## src/rtl/mmio_bus_router_if.sv

```systemverilog
// Bus bundles for mmio_bus_router.
//   mmio_core_if : core data-memory port <-> router
//   mmio_dev_if  : router <-> one MMIO device (RAM or UART TX)
//
// Handshake rules for every channel in this file:
//   A request transfers on a rising clk edge where req_valid and req_ready
//   are both high. Once req_valid is raised it stays high, and addr/wen/wdata
//   stay stable, until that transfer edge. req_ready may toggle freely and
//   must not depend on req_valid. resp_valid is a per-cycle qualifier with
//   no back-pressure: the receiver samples rdata (and err) in any cycle it
//   is high.

interface mmio_core_if #(
    parameter int unsigned XLEN = 32
);
    logic            req_ready;
    logic            req_valid;
    logic [XLEN-1:0] req_addr;
    logic            req_wen;
    logic [XLEN-1:0] req_wdata;
    logic            resp_valid;
    logic [XLEN-1:0] resp_rdata;
    logic            resp_err;

    // Core side issues requests and consumes responses.
    modport master (
        input  req_ready,
        output req_valid, req_addr, req_wen, req_wdata,
        input  resp_valid, resp_rdata, resp_err
    );

    // Router side accepts requests and produces responses.
    modport slave (
        output req_ready,
        input  req_valid, req_addr, req_wen, req_wdata,
        output resp_valid, resp_rdata, resp_err
    );
endinterface

interface mmio_dev_if #(
    parameter int unsigned XLEN = 32
);
    logic            req_ready;
    logic            req_valid;
    logic [XLEN-1:0] req_addr;
    logic            req_wen;
    logic [XLEN-1:0] req_wdata;
    logic            resp_valid;
    logic [XLEN-1:0] resp_rdata;

    // Router side issues device requests.
    modport master (
        output req_valid, req_addr, req_wen, req_wdata,
        input  req_ready,
        input  resp_valid, resp_rdata
    );

    // Device side.
    modport slave (
        input  req_valid, req_addr, req_wen, req_wdata,
        output req_ready,
        output resp_valid, resp_rdata
    );
endinterface

```

## src/rtl/mmio_bus_router.sv

```systemverilog
// mmio_bus_router: single-outstanding MMIO request router.
// Latches one core request, decodes it to the UART TX register, the RAM
// window or "unmapped", runs the selected device's request/response
// exchange and returns one registered response to the core. Unmapped
// addresses are answered with an error without touching any device.
//
// Optional build macro MMIO_ROUTER_TIMEOUT_EN: adds a cycle counter that
// aborts a device exchange after TIMEOUT_CYCLES cycles with an error
// response. Without the macro the router waits on a device indefinitely.
//
// o_dbg_state exposes the FSM state: 0 IDLE, 1 ISSUE, 2 WAIT_RESP, 3 RESPOND.

module mmio_bus_router #(
    parameter int unsigned     XLEN           = 32,
    parameter logic [XLEN-1:0] MEM_BASE       = 32'h0000_0000,
    parameter logic [XLEN-1:0] MEM_SIZE       = 32'h0001_0000,
    parameter logic [XLEN-1:0] UART_TX_ADDR   = 32'hff00_0000,
    parameter int unsigned     TIMEOUT_CYCLES = 1024
) (
    input  logic        clk,
    input  logic        rst_n,
    mmio_core_if.slave  io_core,
    mmio_dev_if.master  io_mem,
    mmio_dev_if.master  io_uart,
    output logic [1:0]  o_dbg_state
);

    typedef enum logic [1:0] {
        S_IDLE      = 2'd0,
        S_ISSUE     = 2'd1,
        S_WAIT_RESP = 2'd2,
        S_RESPOND   = 2'd3
    } state_t;

    state_t          r_state;
    state_t          w_next_state;

    // Latched request and captured response.
    logic [XLEN-1:0] r_addr;
    logic            r_wen;
    logic [XLEN-1:0] r_wdata;
    logic            r_sel_uart;
    logic [XLEN-1:0] r_rdata;
    logic            r_err;

    logic            w_req_ready;
    logic            w_accept;
    logic [XLEN-1:0] w_mem_off;
    logic            w_hit_uart;
    logic            w_hit_mem;
    logic            w_mapped;
    logic            w_dev_ready;
    logic            w_dev_resp_valid;
    logic [XLEN-1:0] w_dev_resp_rdata;
    logic            w_timeout;

    // Ready depends only on state so the core never sees a valid->ready path.
    assign w_req_ready = (r_state == S_IDLE);
    assign w_accept    = io_core.req_valid & w_req_ready;

    // UART register is matched on the word address; the RAM window check uses
    // a wrapping subtraction so a non-zero base needs no second comparator.
    assign w_mem_off  = io_core.req_addr - MEM_BASE;
    assign w_hit_uart = (io_core.req_addr[XLEN-1:2] == UART_TX_ADDR[XLEN-1:2]);
    assign w_hit_mem  = (w_mem_off < MEM_SIZE);
    assign w_mapped   = w_hit_uart | w_hit_mem;

    // Only the selected device's handshake inputs are ever observed.
    assign w_dev_ready      = r_sel_uart ? io_uart.req_ready  : io_mem.req_ready;
    assign w_dev_resp_valid = r_sel_uart ? io_uart.resp_valid : io_mem.resp_valid;
    assign w_dev_resp_rdata = r_sel_uart ? io_uart.resp_rdata : io_mem.resp_rdata;

`ifdef MMIO_ROUTER_TIMEOUT_EN
    localparam int unsigned      TO_W    = $clog2(TIMEOUT_CYCLES) + 1;
    localparam logic [TO_W-1:0]  TO_LAST = TO_W'(TIMEOUT_CYCLES - 1);

    logic [TO_W-1:0] r_to_cnt;

    // Counts cycles spent on a device exchange; held at zero while idle so it
    // starts from zero on every entry to ISSUE.
    always_ff @(posedge clk) begin
        if (!rst_n) begin
            r_to_cnt <= '0;
        end else if (r_state == S_ISSUE || r_state == S_WAIT_RESP) begin
            r_to_cnt <= r_to_cnt + TO_W'(1);
        end else begin
            r_to_cnt <= '0;
        end
    end

    assign w_timeout = ((r_state == S_ISSUE) || (r_state == S_WAIT_RESP)) &&
                       (r_to_cnt == TO_LAST);
`else
    logic w_unused_timeout_cfg;
    assign w_unused_timeout_cfg = (TIMEOUT_CYCLES == 0);
    assign w_timeout            = 1'b0;
`endif

    // FSM state register.
    always_ff @(posedge clk) begin
        if (!rst_n) begin
            r_state <= S_IDLE;
        end else begin
            r_state <= w_next_state;
        end
    end

    // Next-state logic. In ISSUE a timeout wins over a late handshake; in
    // WAIT_RESP a response arriving on the last allowed cycle still completes.
    always_comb begin
        w_next_state = r_state;
        case (r_state)
            S_IDLE: begin
                if (w_accept) begin
                    w_next_state = w_mapped ? S_ISSUE : S_RESPOND;
                end
            end
            S_ISSUE: begin
                if (w_timeout) begin
                    w_next_state = S_RESPOND;
                end else if (w_dev_ready) begin
                    w_next_state = S_WAIT_RESP;
                end
            end
            S_WAIT_RESP: begin
                if (w_dev_resp_valid || w_timeout) begin
                    w_next_state = S_RESPOND;
                end
            end
            S_RESPOND: begin
                w_next_state = S_IDLE;
            end
            default: begin
                w_next_state = S_IDLE;
            end
        endcase
    end

    // Request latch and response capture. rdata/err hold between responses.
    always_ff @(posedge clk) begin
        if (!rst_n) begin
            r_addr     <= '0;
            r_wen      <= 1'b0;
            r_wdata    <= '0;
            r_sel_uart <= 1'b0;
            r_rdata    <= '0;
            r_err      <= 1'b0;
        end else begin
            case (r_state)
                S_IDLE: begin
                    if (w_accept) begin
                        r_addr     <= io_core.req_addr;
                        r_wen      <= io_core.req_wen;
                        r_wdata    <= io_core.req_wdata;
                        r_sel_uart <= w_hit_uart;
                        if (!w_mapped) begin
                            r_rdata <= '0;
                            r_err   <= 1'b1;
                        end
                    end
                end
                S_ISSUE: begin
                    if (w_timeout) begin
                        r_rdata <= '0;
                        r_err   <= 1'b1;
                    end
                end
                S_WAIT_RESP: begin
                    if (w_dev_resp_valid) begin
                        r_rdata <= w_dev_resp_rdata;
                        r_err   <= 1'b0;
                    end else if (w_timeout) begin
                        r_rdata <= '0;
                        r_err   <= 1'b1;
                    end
                end
                default: begin
                end
            endcase
        end
    end

    assign io_core.req_ready  = w_req_ready;
    assign io_core.resp_valid = (r_state == S_RESPOND);
    assign io_core.resp_rdata = r_rdata;
    assign io_core.resp_err   = r_err;

    // Device valids come straight from state, so they are glitch-free and
    // stay high with stable fields until the handshake.
    assign io_mem.req_valid  = (r_state == S_ISSUE) & ~r_sel_uart;
    assign io_mem.req_addr   = r_addr;
    assign io_mem.req_wen    = r_wen;
    assign io_mem.req_wdata  = r_wdata;

    assign io_uart.req_valid = (r_state == S_ISSUE) & r_sel_uart;
    assign io_uart.req_addr  = r_addr;
    assign io_uart.req_wen   = r_wen;
    assign io_uart.req_wdata = r_wdata;

    assign o_dbg_state = r_state;

endmodule

```

## src/flat_wrapper.sv

```systemverilog
// flat-port wrapper written by rule: the top's interface ports become plain ports
module mmio_bus_router_flat 
#(
    parameter int unsigned     XLEN           = 32,
    parameter logic [XLEN-1:0] MEM_BASE       = 32'h0000_0000,
    parameter logic [XLEN-1:0] MEM_SIZE       = 32'h0001_0000,
    parameter logic [XLEN-1:0] UART_TX_ADDR   = 32'hff00_0000,
    parameter int unsigned     TIMEOUT_CYCLES = 1024
)
  (clk, rst_n, o_dbg_state, io_core_req_ready, io_core_req_valid, io_core_req_addr, io_core_req_wen, io_core_req_wdata, io_core_resp_valid, io_core_resp_rdata, io_core_resp_err, io_mem_req_valid, io_mem_req_addr, io_mem_req_wen, io_mem_req_wdata, io_mem_req_ready, io_mem_resp_valid, io_mem_resp_rdata, io_uart_req_valid, io_uart_req_addr, io_uart_req_wen, io_uart_req_wdata, io_uart_req_ready, io_uart_resp_valid, io_uart_resp_rdata);
  mmio_core_if #(.XLEN(XLEN)) io_core_i ();
  mmio_dev_if #(.XLEN(XLEN)) io_mem_i ();
  mmio_dev_if #(.XLEN(XLEN)) io_uart_i ();
  input  logic clk;
  input  logic rst_n;
  output logic [1:0] o_dbg_state;
  output wire logic [$bits(io_core_i.req_ready)-1:0] io_core_req_ready;
  input wire logic [$bits(io_core_i.req_valid)-1:0] io_core_req_valid;
  input wire logic [$bits(io_core_i.req_addr)-1:0] io_core_req_addr;
  input wire logic [$bits(io_core_i.req_wen)-1:0] io_core_req_wen;
  input wire logic [$bits(io_core_i.req_wdata)-1:0] io_core_req_wdata;
  output wire logic [$bits(io_core_i.resp_valid)-1:0] io_core_resp_valid;
  output wire logic [$bits(io_core_i.resp_rdata)-1:0] io_core_resp_rdata;
  output wire logic [$bits(io_core_i.resp_err)-1:0] io_core_resp_err;
  output wire logic [$bits(io_mem_i.req_valid)-1:0] io_mem_req_valid;
  output wire logic [$bits(io_mem_i.req_addr)-1:0] io_mem_req_addr;
  output wire logic [$bits(io_mem_i.req_wen)-1:0] io_mem_req_wen;
  output wire logic [$bits(io_mem_i.req_wdata)-1:0] io_mem_req_wdata;
  input wire logic [$bits(io_mem_i.req_ready)-1:0] io_mem_req_ready;
  input wire logic [$bits(io_mem_i.resp_valid)-1:0] io_mem_resp_valid;
  input wire logic [$bits(io_mem_i.resp_rdata)-1:0] io_mem_resp_rdata;
  output wire logic [$bits(io_uart_i.req_valid)-1:0] io_uart_req_valid;
  output wire logic [$bits(io_uart_i.req_addr)-1:0] io_uart_req_addr;
  output wire logic [$bits(io_uart_i.req_wen)-1:0] io_uart_req_wen;
  output wire logic [$bits(io_uart_i.req_wdata)-1:0] io_uart_req_wdata;
  input wire logic [$bits(io_uart_i.req_ready)-1:0] io_uart_req_ready;
  input wire logic [$bits(io_uart_i.resp_valid)-1:0] io_uart_resp_valid;
  input wire logic [$bits(io_uart_i.resp_rdata)-1:0] io_uart_resp_rdata;
  assign io_core_req_ready = io_core_i.req_ready;
  assign io_core_i.req_valid = io_core_req_valid;
  assign io_core_i.req_addr = io_core_req_addr;
  assign io_core_i.req_wen = io_core_req_wen;
  assign io_core_i.req_wdata = io_core_req_wdata;
  assign io_core_resp_valid = io_core_i.resp_valid;
  assign io_core_resp_rdata = io_core_i.resp_rdata;
  assign io_core_resp_err = io_core_i.resp_err;
  assign io_mem_req_valid = io_mem_i.req_valid;
  assign io_mem_req_addr = io_mem_i.req_addr;
  assign io_mem_req_wen = io_mem_i.req_wen;
  assign io_mem_req_wdata = io_mem_i.req_wdata;
  assign io_mem_i.req_ready = io_mem_req_ready;
  assign io_mem_i.resp_valid = io_mem_resp_valid;
  assign io_mem_i.resp_rdata = io_mem_resp_rdata;
  assign io_uart_req_valid = io_uart_i.req_valid;
  assign io_uart_req_addr = io_uart_i.req_addr;
  assign io_uart_req_wen = io_uart_i.req_wen;
  assign io_uart_req_wdata = io_uart_i.req_wdata;
  assign io_uart_i.req_ready = io_uart_req_ready;
  assign io_uart_i.resp_valid = io_uart_resp_valid;
  assign io_uart_i.resp_rdata = io_uart_resp_rdata;
  mmio_bus_router #(.XLEN(XLEN), .MEM_BASE(MEM_BASE), .MEM_SIZE(MEM_SIZE), .UART_TX_ADDR(UART_TX_ADDR), .TIMEOUT_CYCLES(TIMEOUT_CYCLES)) u_core (.clk(clk), .rst_n(rst_n), .io_core(io_core_i), .io_mem(io_mem_i), .io_uart(io_uart_i), .o_dbg_state(o_dbg_state));
endmodule
```

## config.mk

```make
export PLATFORM = sky130hd
export DESIGN_NAME = mmio_bus_router_flat
export DESIGN_NICKNAME = d
export VERILOG_FILES = /design/src/rtl/mmio_bus_router_if.sv /design/src/rtl/mmio_bus_router.sv /design/src/flat_wrapper.sv
export SDC_FILE = /design/constraint.sdc
export NUM_CORES = 1
export LEC_CHECK = 0
export CAP_MARGIN = 20
export CORE_MARGIN = 2
export CORE_UTILIZATION = 35
export CTS_CLUSTER_DIAMETER = 80
export DETAILED_ROUTE_END_ITERATION = 12
export GPL_TIMING_DRIVEN = 0
export HOLD_SLACK_MARGIN = 0.06
export PLACE_DENSITY = 0.79
export SLEW_MARGIN = 10
export SYNTH_ARGS = -nofsm -noshare
export SYNTH_HDL_FRONTEND = slang
export SYNTH_SLANG_ARGS = --single-unit
```

## constraint.sdc

```tcl
create_clock -name clk -period 2.05 [get_ports clk]
set_input_delay 0.615 -clock clk [delete_from_list [all_inputs] [get_ports clk]]
set_output_delay 0.615 -clock clk [all_outputs]
set_load 0.1 [all_outputs]
```

**Yosys cells after proc, flatten, opt, wreduce, memory -nomap -nowiden**

Cells that the tools add are included.

- Bits in registers: 101
- Output and inout bits: 169

- Mux-type cells: 16
- Equal/unequal tests: 8
- Magnitude comparators: 1
- Bitwise gates (word level): 5
- Reduce and logical (&&, ||, !) cells: 5

Operators by type and width:

| cell | count |
|---|---|
| $mux W32 | 4 |
| $pmux W32 S2 | 1 |
| $lt A32 B17 Y1 const B | 1 |
| $eq A30 B30 Y1 const B | 1 |
| $mux W2 | 4 |
| $pmux W2 S4 | 1 |
| $mux W1 | 5 |
| $eq A2 B2 Y1 const B | 2 |
| $ne A2 B1 Y1 const B | 2 |
| $ne A2 B2 Y1 const B | 2 |
| $reduce_and A4 Y1 | 1 |
| $and A1 B1 Y1 | 3 |
| $reduce_and A3 Y1 | 1 |
| $eq A2 B1 Y1 const B | 1 |
| $logic_not A2 Y1 | 1 |
| $pmux W1 S2 | 1 |
| $reduce_and A2 Y1 | 1 |
| $reduce_bool A2 Y1 | 1 |
| $not A1 Y1 | 1 |
| $or A1 B1 Y1 | 1 |

**Longest topological paths before layout**

- Depth after elaboration: 5
- Mapped depth: 8
- Gate-level depth less buffers: 7

**Least setup slack after synthesis**

No wires, ideal clock.

- Path type: reg-to-output
- From: register u_core.r_state[0], in the netlist u_core.o_dbg_state[0]
- To: output io_mem_req_valid
- Arrival time: 2.677 ns
- Setup slack: -1.242 ns
- Data required time: 1.435 ns
- Cell stages (with the launch flop): 3
- Path through: dfxtp_1 > ha_1 > nor2b_1

- Word-level cells in the longest chain between the ends: 2

Ends and longest elaborated chain:

| what | line | RTL |
|---|---|---|
| start: declaration | mmio_bus_router.sv:35 | `state_t r_state;` |
| start signal: assignment | mmio_bus_router.sv:104 | `r_state <= w_next_state;` |
| $eq A2 B1 Y1 | mmio_bus_router.sv:190 | `assign io_mem.req_valid = (r_state == S_ISSUE) & ~r_sel_uart;` |
| $and A1 B1 Y1 | mmio_bus_router.sv:190 |  |
| end: declaration | flat_wrapper.sv:25 | `output wire logic [$bits(io_mem_i.req_valid)-1:0] io_mem_req_valid;` |

No other way between the ends.

**Worst setup path after layout**

- From: input io_core_req_addr[29]
- To: register u_core.r_rdata[14], in the netlist u_core.io_core.resp_rdata[14]

- Word-level cells in the longest chain between the ends: 4
- Elaborated cells between the ends (all ways): 5
- Classes of those cells: order compare: 1; eq/ne: 2; bitwise: 1; reduce/logical: 1

Ends and longest elaborated chain:

| what | line | RTL |
|---|---|---|
| start: declaration | flat_wrapper.sv:19 | `input wire logic [$bits(io_core_i.req_addr)-1:0] io_core_req_addr;` |
| $lt A32 B17 Y1 / $eq A30 B30 Y1 (equally long branches) | mmio_bus_router.sv:65, mmio_bus_router.sv:64 |  |
| $or A1 B1 Y1 * | mmio_bus_router.sv:66 | `assign w_mapped = w_hit_uart \| w_hit_mem;` |
| $ne A2 B2 Y1 (no source line) * | - |  |
| $reduce_and A4 Y1 (no source line) * | - |  |
| end signal: assignment | mmio_bus_router.sv:170 | `r_rdata <= w_dev_resp_rdata;` |
| end: declaration | mmio_bus_router.sv:43 | `logic [XLEN-1:0] r_rdata;` |

Every way passes the cells marked *; elsewhere a longest branch is shown, timed or not.
A chain may end at the register's enable or synchronous reset.

==> impl_metrics.py <==
metrics = {
    "grt": {
        "grt_max_degree": 16,
        "grtUsageTotal_pct": 22.32,
        "overflow": 0,
        "antenna_found_initial": 2,
        "grt_pass1_wl_um": 28340,
        "grt_pass1_vias": 5296,
    },
    "logic_synthesis": {
        "synth_edf_count": 0,
        "syn_avg_cell_area_um2": 8.331,
        "ys_types": 43,
        "async_flop_share_pct": 0,
        "syn_inst": 621,
        "synth_area_um2": 5174,
        "synth_nets": 761,
        "yosysSeqAreaShare_pct": 39.08,
        "synthFlopType": "dfxtp_1",
        "yosys_warnings": 0,
        "yosys_register_bits": 101,
    },
    "setup_path": {
        "path_class": "input port to flop",
        "cp_slowest_cell": "clkdlybuf4s15_1",
        "cp_cell_sequence": "clkdlybuf4s15_1, and4_2, nand4_1, buf_4, o2111ai_4, buf_12, clkbuf_16, nor2_1, a221o_1",
        "worstPathArrival_ns": 2.26,
        "crit_path_end_kind": "flop",
        "crit_path_start": "io_core_req_addr[29]",
        "cp_max_fo": 8,
        "critPathLaunchType": "input port",
        "max_stage_delay_ns": 0.28,
        "rr_startpoint": "u_core.o_dbg_state[1]",
        "crit_required_ns": 2.27,
    },
    "status": {
        "outcome": "complete, no violations",
    },
    "sta": {
        "setup_viol": 0,
        "finalSetupTns_ns": 0,
        "final.period_utilization_pct": 99.32,
        "final_max_slew_viol_count": 0,
        "hold_viol": 0,
        "fin_hold_ws_ns": 0.4766,
        "fmax_mhz": 491.1,
        "worst_slew_pin_slew_ns": 0.5967,
        "clock_skew_ns": 0.006801,
        "finalCriticalPeriod_ns": 2.036,
        "relSlewSlack_pct": 60.40,
    },
    "drt": {
        "ant_nets": 0,
        "drt_wl_total_um": 18530,
        "wire_per_inst_um": 16.34,
        "drc": 0,
        "drtIter0Drc": 264,
        "num_vias": 5567,
        "drt_pass1_iterations": 5,
        "viasPerCell": 4.909,
    },
    "worst_hold_path": {
        "hold_start": "u_core.io_mem.req_addr[1]",
        "min_path_type": "flop to flop",
    },
    "clock_tree": {
        "numCtsBuffers": 9,
        "cts_hold_buf": 0,
        "cts_buffer_depth": 2,
        "cts_root_buffer": "clkbuf_16",
        "cts_tree": "done",
        "clkSinkCount": 101,
        "clk_latency_ns": 0.33,
        "htreeDepth": 3,
        "clk_pin_slew_ns": 0.07,
    },
    "power_and_ir_drop": {
        "peakVddDrop_v": 0.0005346,
        "p_leak_nw": 3.489,
        "power.density_nw_per_um2": 1340,
    },
    "cells_and_area": {
        "multi_input_area_um2": 2485,
        "syn_to_final_growth_pct": 76.47,
        "final-seq-area_um2": 2029,
        "final_common_cell": "nand2_1",
        "final_cell_area_um2": 9130,
        "final_cell_mix": "nand2_1, clkdlybuf4s15_2, clkdlybuf4s50_1",
        "fillerInstances": 1260,
        "final_layout_size_suffix_gt1_share_pct": 34.28,
        "nets": 1083,
    },
    "placement": {
        "numPortBuffers": 303,
        "postPlaceCellArea_um2": 8491,
        "dpl.hpwl_um": 14140,
        "gp_congestion": 0.8147,
    },
    "floorplanning": {
        "die_area_um2": 15770,
        "ios": 305,
        "core_area_um2": 14480,
        "die_y_um": 125.6,
        "die_w_um": 125.6,
        "start_util_pct": 35.73,
        "core.rowCount": 44,
    },
    "flow_run": {
        "drv_cap": 0,
    },
}
==> report_power, final <==
group / internal (W) / leakage [nW] / switching (W)
Clock: 0.000854 / 0.136 / 0.000723
Sequential: 0.00236 / 0.826 / 0.000333
Combinational: 0.00195 / 2.53 / 0.00601
==> metrics by stage <==
stage | cells | power, W | util (%) | setup slack, ns
2_1_floorplan | 621 | 0.008832 | - | 0.007367
3_3_place_gp | 1108 | 0.01071 | 58.64 | -1.145
3_5_place_dp | 1108 | 0.01079 | 58.64 | -1.124
4_1_cts | 1131 | 0.01226 | 62.70 | -0.001920
5_1_grt | 1134 | 0.01270 | 63.06 | -0.001234
6_report | 1134 | 0.01223 | 63.06 | 0.01395
==> synthesized netlist by cell type (3+ instances only) <==
cell / instances / area share [%]
a21oi_1: 69 / 6.7
a221o_1: 30 / 5.8
and2_1: 3 / 0.36
buf_1: 4 / 0.29
buf_2: 6 / 0.58
buf_4: 68 / 9.9
buf_6: 7 / 1.5
clkbuf_1: 21 / 1.5
clkbuf_8: 4 / 1.1
dfxtp_1: 101 / 39
ha_1: 4 / 0.97
inv_1: 4 / 0.29
mux2i_1: 33 / 6.4
nand2_1: 165 / 12
nor2_1: 37 / 2.7
nor2b_1: 3 / 0.36
nor4_1: 4 / 0.48
o31ai_1: 30 / 4.4
==> layout make-up <==
type                    instances  area share [%]
flip-flops and latches        101           22.23
clock buffers                  12           2.700
inverters                       5          0.2056
clock inverters                 4          0.2604
repair buffers                312           35.92
multi-input cells             404           27.22
well taps                     184           2.522
diodes                          2         0.05482
plain buffers                 110           8.894
==> cell families (layout without fill, tap and decap cells) <==
kind of cell / Yosys count / after routing / synth area share [%]
compound gates: 140 / 140 / 19.30
fa+ha+maj: 4 / 4 / 0.9674
buf+inv: 116 / 443 / 15.40
flops: 101 / 101 / 39.08
mux: 34 / 34 / 6.602
other cells: 0 / 2 / 0
simple gates: 226 / 226 / 18.65
==> routing by layer <==
| layer | up-vias | global-route usage, % | part of all wire [%] | wire length, um |
|---|---|---|---|---|
| met5 | - | 0 | 0 | 0 |
| met4 | 0 | 8.039 | 2.1 | 388 |
| met3 | 28 | 6.632 | 7.5 | 1388 |
| met2 | 221 | 39.52 | 51 | 9460 |
| met1 | 2594 | 25.41 | 39 | 7297 |
| li1 | 2724 | - | - | - |
==> worst max-delay path: cells and delay by family <==
family / cells / cell delay [ns]
buffers and inverters: 4 / 0.77
AOI/OAI and AO/OA: 2 / 0.46
and+or+nand+nor: 3 / 0.40
==> final timing paths <==
check	endpoint	slack, ns	cells past startpoint
worst min-delay path	u_core.io_mem.req_addr[1]	0.48	2
worst min register to register	u_core.io_mem.req_addr[1]	0.48	2
worst max register to register	u_core.io_core.resp_rdata[8]	0.14	7
worst max-delay path	u_core.io_core.resp_rdata[14]	0.01	9
==> registers in the layout, indices dropped and copies added (netlist names) <==
name and flops:
u_core.io_mem.req_addr 32, u_core.r_sel_uart 1, u_core.io_core.resp_err 1, u_core.io_mem.req_wen 1, u_core.io_mem.req_wdata 32, u_core.io_core.resp_rdata 32
u_core.o_dbg_state 2
==> timing repair <==
item                                    4_1_cts  5_1_grt
setup buffers                                 5        1
gates cloned                                  2        1
pin swaps                                     8       10
gates resized for setup                     574       62
endpoints found under the setup margin      243       65
hold endpoints to repair                      0        0
Note: power is estimated with default switching activity, not from simulation.
